[config.mk]
export PLATFORM = sky130hd
export DESIGN_NAME = imem_port_arbiter
export DESIGN_NICKNAME = d
export VERILOG_FILES = /design/src/rtl/imem_arb_pkg.sv /design/src/rtl/imem_arb_pick.sv /design/src/rtl/imem_port_arbiter.sv
export SDC_FILE = /design/constraint.sdc
export NUM_CORES = 1
export LEC_CHECK = 0
export CORE_MARGIN = 8
export CORE_UTILIZATION = 29
export CTS_CLUSTER_SIZE = 12
export DETAILED_ROUTE_END_ITERATION = 6
export MAX_ROUTING_LAYER = met4
export PLACE_DENSITY_LB_ADDON = 0.05
export SYNTH_ARGS = -nofsm -noshare
export SYNTH_HDL_FRONTEND = slang
export SYNTH_SLANG_ARGS = --single-unit
[constraint.sdc]
create_clock -name clk -period 3.2 [get_ports clk]
set_input_delay 0.48 -clock clk [delete_from_list [all_inputs] [get_ports clk]]
set_output_delay 0.48 -clock clk [all_outputs]
set_load 0.005 [all_outputs]
[src/rtl/imem_arb_pkg.sv]
// Shared widths, state and owner encodings for the instruction-memory port arbiter.
package imem_arb_pkg;

    localparam int IMEM_ADDR_W = 12;
    localparam int IMEM_DATA_W = 19;

    typedef enum logic {
        BOOT = 1'b0,
        RUN  = 1'b1
    } arb_state_t;

    typedef enum logic [1:0] {
        OWN_NONE   = 2'd0,
        OWN_FETCH  = 2'd1,
        OWN_LOADER = 2'd2
    } owner_t;

endpackage

[src/rtl/imem_arb_pick.sv]
// Combinational grant selection between fetch and loader.
// With IMEM_ARB_RR_EN defined, RUN-state conflicts alternate using the last-grant pointer.
module imem_arb_pick
    import imem_arb_pkg::*;
(
    input  arb_state_t state,
    input  logic       f_req,
    input  logic       l_req,
`ifdef IMEM_ARB_RR_EN
    input  owner_t     rr_last,
    output logic       conflict,
`endif
    output logic       f_win,
    output logic       l_win
);

    always_comb begin
        f_win = 1'b0;
        l_win = 1'b0;
`ifdef IMEM_ARB_RR_EN
        conflict = 1'b0;
`endif
        if (state == BOOT) begin
            l_win = l_req;
        end else if (f_req && l_req) begin
`ifdef IMEM_ARB_RR_EN
            conflict = 1'b1;
            // Whoever won the last conflict yields this one.
            if (rr_last == OWN_FETCH) begin
                l_win = 1'b1;
            end else begin
                f_win = 1'b1;
            end
`else
            f_win = 1'b1;
`endif
        end else begin
            f_win = f_req;
            l_win = l_req;
        end
    end

endmodule

[src/rtl/imem_port_arbiter.sv]
// Shares the single-port instruction memory between fetch and the program loader.
// Optional IMEM_ARB_RR_EN: round-robin instead of fixed fetch priority on RUN conflicts.
module imem_port_arbiter
    import imem_arb_pkg::*;
#(
    parameter int ADDR_W = IMEM_ADDR_W,
    parameter int DATA_W = IMEM_DATA_W
) (
    input  logic              clk,
    input  logic              rst,
    input  logic              boot_done,
    output logic              cpu_ready,
    input  logic              f_req,
    input  logic [ADDR_W-1:0] f_addr,
    output logic              f_gnt,
    output logic              f_rvalid,
    output logic [DATA_W-1:0] f_rdata,
    input  logic              l_req,
    input  logic              l_we,
    input  logic [ADDR_W-1:0] l_addr,
    input  logic [DATA_W-1:0] l_wdata,
    output logic              l_gnt,
    output logic              l_rvalid,
    output logic [DATA_W-1:0] l_rdata,
    output logic [ADDR_W:0]   load_cnt,
    output logic              m_en,
    output logic              m_we,
    output logic [ADDR_W-1:0] m_addr,
    output logic [DATA_W-1:0] m_wdata,
    input  logic [DATA_W-1:0] m_rdata
);

    localparam logic [ADDR_W:0] LOAD_CNT_MAX = {1'b1, {ADDR_W{1'b0}}};
    localparam logic [ADDR_W:0] LOAD_CNT_ONE = {{ADDR_W{1'b0}}, 1'b1};

    arb_state_t      state_q, state_d;
    owner_t          owner_q, owner_d;
    logic [ADDR_W:0] load_cnt_q, load_cnt_d;
    logic            f_win, l_win;

`ifdef IMEM_ARB_RR_EN
    owner_t rr_last_q, rr_last_d;
    logic   conflict;
`endif

    imem_arb_pick u_pick (
        .state    (state_q),
        .f_req    (f_req),
        .l_req    (l_req),
`ifdef IMEM_ARB_RR_EN
        .rr_last  (rr_last_q),
        .conflict (conflict),
`endif
        .f_win    (f_win),
        .l_win    (l_win)
    );

    always_comb begin
        m_en    = 1'b0;
        m_we    = 1'b0;
        m_addr  = '0;
        m_wdata = '0;
        if (f_win) begin
            m_en   = 1'b1;
            m_addr = f_addr;
        end else if (l_win) begin
            m_en    = 1'b1;
            m_we    = l_we;
            m_addr  = l_addr;
            m_wdata = l_wdata;
        end
    end

    always_comb begin
        state_d    = state_q;
        owner_d    = OWN_NONE;
        load_cnt_d = load_cnt_q;
        if (state_q == BOOT && boot_done) begin
            state_d = RUN;
        end
        if (f_win) begin
            owner_d = OWN_FETCH;
        end else if (l_win && !l_we) begin
            owner_d = OWN_LOADER;
        end
        // Only image writes during boot are counted; the count freezes in RUN.
        if (state_q == BOOT && l_win && l_we && load_cnt_q != LOAD_CNT_MAX) begin
            load_cnt_d = load_cnt_q + LOAD_CNT_ONE;
        end
    end

`ifdef IMEM_ARB_RR_EN
    always_comb begin
        rr_last_d = rr_last_q;
        if (conflict) begin
            rr_last_d = f_win ? OWN_FETCH : OWN_LOADER;
        end
    end
`endif

    always_ff @(posedge clk or negedge rst) begin
        if (!rst) begin
            state_q    <= BOOT;
            owner_q    <= OWN_NONE;
            load_cnt_q <= '0;
`ifdef IMEM_ARB_RR_EN
            rr_last_q  <= OWN_LOADER;
`endif
        end else begin
            state_q    <= state_d;
            owner_q    <= owner_d;
            load_cnt_q <= load_cnt_d;
`ifdef IMEM_ARB_RR_EN
            rr_last_q  <= rr_last_d;
`endif
        end
    end

    assign f_gnt     = f_win;
    assign l_gnt     = l_win;
    assign cpu_ready = (state_q == RUN);
    assign f_rvalid  = (owner_q == OWN_FETCH);
    assign l_rvalid  = (owner_q == OWN_LOADER);
    assign f_rdata   = m_rdata;
    assign l_rdata   = m_rdata;
    assign load_cnt  = load_cnt_q;

endmodule
# Word-level counts from Yosys, hierarchy flattened

Index checks and enable logic that the tools add are counted.

Add/sub/neg operators: 1
Equal/unequal tests: 3
Multiplexer cells: 14
Bitwise gates (word level): 1
Reduce and logical (&&, ||, !) cells: 7

Operators by type and width:

| kind                    | count |
|---|---|
| $mux W19                | 2 |
| $mux W12                | 2 |
| $add A13 B1 Y13 const B | 1 |
| $ne A13 B13 Y1 const B  | 1 |
| $mux W1                 | 8 |
| $logic_and A1 B1 Y1     | 6 |
| $mux W2                 | 2 |
| $eq A2 B1 Y1 const B    | 1 |
| $eq A2 B2 Y1 const B    | 1 |
| $logic_not A1 Y1        | 1 |
| $not A1 Y1              | 1 |

Register bits: 16
Input port bits: 68
Output and inout port bits: 89
Logic and storage cells: 29

# Logic depth before layout (Yosys ltp)

Word-level depth: 6
Mapped depth: 6
Mapped depth without buffers: 6

# Modules after synthesis

From an unflattened synthesis, not the netlist that was laid out.

Cells, all modules: 141
Area, all modules: 1293.7 µm²

By module, submodules not included:

| module            | instances | cells an instance | area an instance (µm²) | sequential area each (µm²) |
|---|---|---|---|---|
| imem_port_arbiter | 1         | 139               | 1280.0                 | 400.4 |
| imem_arb_pick     | 1         | 2                 | 13.8                   | 0.0 |

# Worst setup path before layout

Ideal clock, no wire load.

Path type: in2out
Start point: input port f_req
End point: output port m_addr[10]
Data arrival time: 1.152 ns
Required time: 2.720 ns
Slack: 1.568 ns
Stages on the path: 5
Buffers on the path: 1
Path through: nand2_1 -> inv_1 -> clkbuf_1 -> nand2_1 -> nand2_1

Elaborated cells between the ends (all ways): 7
Classes of those cells: mux: 6; reduce/logical: 1

RTL lines:

| item                | RTL line                | RTL |
|---|---|---|
| start: declaration  | imem_port_arbiter.sv:13 | `input logic f_req,` |
| $logic_and A1 B1 Y1 | imem_arb_pick.sv:25     | `end else if (f_req && l_req) begin` |
| $mux W1 (*)         | imem_arb_pick.sv:25     |  |
| $mux W1 (*)         | imem_arb_pick.sv:23     | `if (state == BOOT) begin` |
| via f_gnt           | imem_port_arbiter.sv:15 | `output logic f_gnt,` |
| $mux W12 (*)        | imem_port_arbiter.sv:63 | `if (f_win) begin` |
| end: declaration    | imem_port_arbiter.sv:28 | `output logic [ADDR_W-1:0] m_addr,` |

Mark *: on every way through the listed nets, which the timed path passes. The rest lies on a longest branch.

# Worst setup path after layout

Start point: input port f_req
End point: output port m_addr[4]

Cells in the longest elaborated chain, start to end: 5
Elaborated cells between the ends (all ways): 7
Classes of those cells: mux: 6; reduce/logical: 1

Ends and longest elaborated chain:

| item                | RTL line                | RTL |
|---|---|---|
| $logic_and A1 B1 Y1 | imem_arb_pick.sv:25     |  |
| $mux W1             | imem_arb_pick.sv:25     |  |
| $mux W1             | imem_arb_pick.sv:23     |  |
| $mux W12            | imem_port_arbiter.sv:66 | `end else if (l_win) begin` |
| $mux W12 (*)        | imem_port_arbiter.sv:63 |  |

Mark *: on every way between the ends. The rest lies on a longest branch, timed or not.

==> results.sh <==
export IMPL_drive_above_1_share_pct=3.930
export IMPL_cts_setup_buffers=0
export IMPL_max_stage_delay_ps=530
export IMPL_grtUsageTotal_pct=13.12
export IMPL_hold_path_depth=1
export IMPL_crit_fanout=14
export IMPL_cts_resized=0
export IMPL_cts_tree="built"
export IMPL_cts_made_buffers=3
export IMPL_whs_ps=505.9
export IMPL_die_w_um=83.92
export IMPL_rsz0062_at_grt="false"
export IMPL_cts_max_level=1
export IMPL_p_seq_share_pct=38.1
export IMPL_synthCells=170
export IMPL_p_clk_share_pct=30.8
export IMPL_switching_share_pct=23.28
export IMPL_power_density_nw_per_um2=265.5
export IMPL_dp_cells=277
export IMPL_peakVddDrop_mv=0.1457
export IMPL_initial_core_util_pct=30.30
export IMPL_power_mw=0.5695
export IMPL_synth_top_family_by_area="simple AND/OR/NAND/NOR gates"
export IMPL_drv_cap=0
export IMPL_cp_num_cells=6
export IMPL_worstSetupStartpointType="input port"
export IMPL_core_area_um2=4414
export IMPL_cpMostUsedCell="nand2_1"
export IMPL_synth_avg_cell_area_um2=7.868
export IMPL_drt_iter0_drc=62
export IMPL_synthDistinctLibCells=24
export IMPL_synth_nets=240
export IMPL_synth_main_ff_cell="dfrtp_1"
export IMPL_max_freq_mhz=369.8
export IMPL_syn_cell_area_um2=1338
export IMPL_cp_slowest_cell="clkdlybuf4s50_1"
export IMPL_reg2regPathDepth=6
export IMPL_grt_ovfl_total=0
export IMPL_fin_cells=281
export IMPL_drt_pass1_iter_count=4
export IMPL_finClkSkew_ps=1.585
export IMPL_p_int_mw=0.4369
export IMPL_cts_buffer_depth=2
export IMPL_area_growth_pct=60.34
export IMPL_antenna_found_initial=0
export IMPL_tns_ps=0
export IMPL_status="completed"
export IMPL_path_cells="clkdlybuf4s50_1 > nand2_1 > inv_1 > nand2_1 > nand2_1 > clkdlybuf4s50_1"
export IMPL_clk_root_buffer_cell="clkbuf_8"
export IMPL_synthMuxAreaShare_pct=1.123
export IMPL_p_leak_nw=0.9739
export IMPL_yosys_area_share_simple_pct=34.33
export IMPL_path_delay_family="buffers and inverters"
export IMPL_pre_cts_slack_ps=495.0
export IMPL_cts_sinks=16
export IMPL_vias=1315
export IMPL_utilization_pct=48.58
export IMPL_ios=157
export IMPL_grt_pass1_wl_mm=7.348
export IMPL_post_dp_hpwl_mm=3.976
export IMPL_critPathRequiredTime_ps=2720
export IMPL_async_flop_share_pct=100.0
export IMPL_clk_pin_slew_ps=60
export IMPL_gp_congestion=0.8031
export IMPL_worst_slew_pin_slew_ps=715.0
export IMPL_ys_seq_elements=16
export IMPL_design_area_um2=2145
export IMPL_drt_wl_total_mm=4.705
export IMPL_synth_edf_count=0
export IMPL_rows=24
export IMPL_antenna_cells=0
export IMPL_placed_cell_area_um2=2090
export IMPL_synth_compound_area_share_pct=0.5613
export IMPL_grt_max_degree=37
export IMPL_synth_fa_ha_area_share_pct=1.871
export IMPL_period_minus_slack_ps=2704
export IMPL_final_nets=300
export IMPL_yosysWarnings=0
export IMPL_seq_area_frac_synth_pct=29.93
export IMPL_relSlewSlack_pct=52.18
export IMPL_setup_viol=0
export IMPL_crit_arrival_ps=2220
export IMPL_die_y_um=83.92
export IMPL_postCtsHoldBufs=0
export IMPL_finalHoldViolCount=0
export IMPL_min_period_over_period_pct=84.50
export IMPL_drc_errors=0
export IMPL_dieArea_um2=7042
export IMPL_fin_ws_ps=495.9
export IMPL_path_buf_inv=3
export IMPL_wl_per_cell_um=16.74
export IMPL_endpoint_kind="output pin"
export IMPL_worstHoldPathType="flip-flop to flip-flop"
export IMPL_avgViaCountPerCell=4.680
export IMPL_power_switching_mw=0.1325
export IMPL_clk_latency_ps=240
export IMPL_ant_nets=0
export IMPL_p_comb_share_pct=31.1
export IMPL_grt_pass1_vias=1416
export IMPL_drv_slew=0
export IMPL_critical_path_class="input port to output pin"
export IMPL_io_buffer_count=99
export IMPL_synth_xor_area_share_pct=7.203
Yosys cell counts, types with 2 or more instances:
master / n / share of area [%]
xnor2_1: 7 / 4.6
nand4_1: 2 / 0.94
nand3_1: 17 / 6.4
nor2_1: 5 / 1.4
nor4b_1: 2 / 1.3
and3_1: 21 / 9.8
dfrtp_1: 16 / 30
nor2b_1: 3 / 1.4
nand2_1: 30 / 8.4
inv_1: 4 / 1.1
xor2_1: 4 / 2.6
nor4_1: 2 / 0.94
ha_1: 2 / 1.9
buf_4: 39 / 22
clkbuf_1: 7 / 2.0
registers in the layout (all words and copies together), names as in the netlist:
signal,count
cpu_ready,1
owner_q,2
load_cnt,13
worst reg2reg max path, stage by stage, from the launching register on:
cell,delay (ps)
dfrtp_1,410
inv_1,90
ha_1,210
nor4b_1,140
and3_1,180
nor2_1,230
mux2_4,320
layout make-up:
type	count	area, µm²
Fill cell	423	2270
Timing Repair Buffer	101	1006
Multi-Input combinational cell	104	603.1
Sequential cell	16	400.4
Tap cell	52	65.06
Clock buffer	4	55.05
Inverter	4	15.01
routing by layer:
metal,GRT usage [%],part of all wire [%]
met3,4.492,9.2
met4,6.122,2.5
met2,23.58,53
met1,12.20,35
met5,-,0
layout by cell type, fill, tap and decap left out:
cell type,count
a21o_1,1
and2_1,1
and3_1,21
buf_4,2
clkbuf_8,4
clkdlybuf4s50_1,99
dfrtp_1,16
ha_1,2
inv_1,4
mux2_4,1
nand2_1,30
nand2b_1,1
nand3_1,17
nand3b_1,1
nand4_1,2
nand4b_1,1
nor2_1,5
nor2b_1,3
nor3_1,1
nor3_2,1
nor4_1,2
nor4b_1,2
or2_2,1
xnor2_1,7
xor2_1,4
cells by family after synthesis:
logic type,after synthesis
buffers and inverters,50
xor gates and xnor gates,11
adders and majority gates,2
DFF,16
and+or+nand+nor,89
AOI/OAI and AO/OA,1
muxes,1
path summary, 6_finish.rpt:
kind,start,endpoint,slack (ps)
min in group asynchronous,rst,owner_q[1],660
worst min register to register,load_cnt[12],load_cnt[12],510
max in group asynchronous,rst,cpu_ready,2090
worst max register to register,load_cnt[0],load_cnt[1],1510
worst max-delay path,f_req,m_addr[4],500
worst min-delay path,load_cnt[12],load_cnt[12],510
power by group through the flow:
| stage | clock (mW) | combinational (mW) | sequential [mW] |
|---|---|---|---|
| after floorplan | 0 | 0.0857 | 0.219 |
| after global placement | 0 | 0.178 | 0.220 |
| after detailed placement | 0 | 0.180 | 0.221 |
| after CTS | 0.182 | 0.180 | 0.217 |
| after global routing | 0.189 | 0.194 | 0.218 |
| final | 0.176 | 0.177 | 0.217 |
Note: power is estimated with default switching activity, not from simulation.
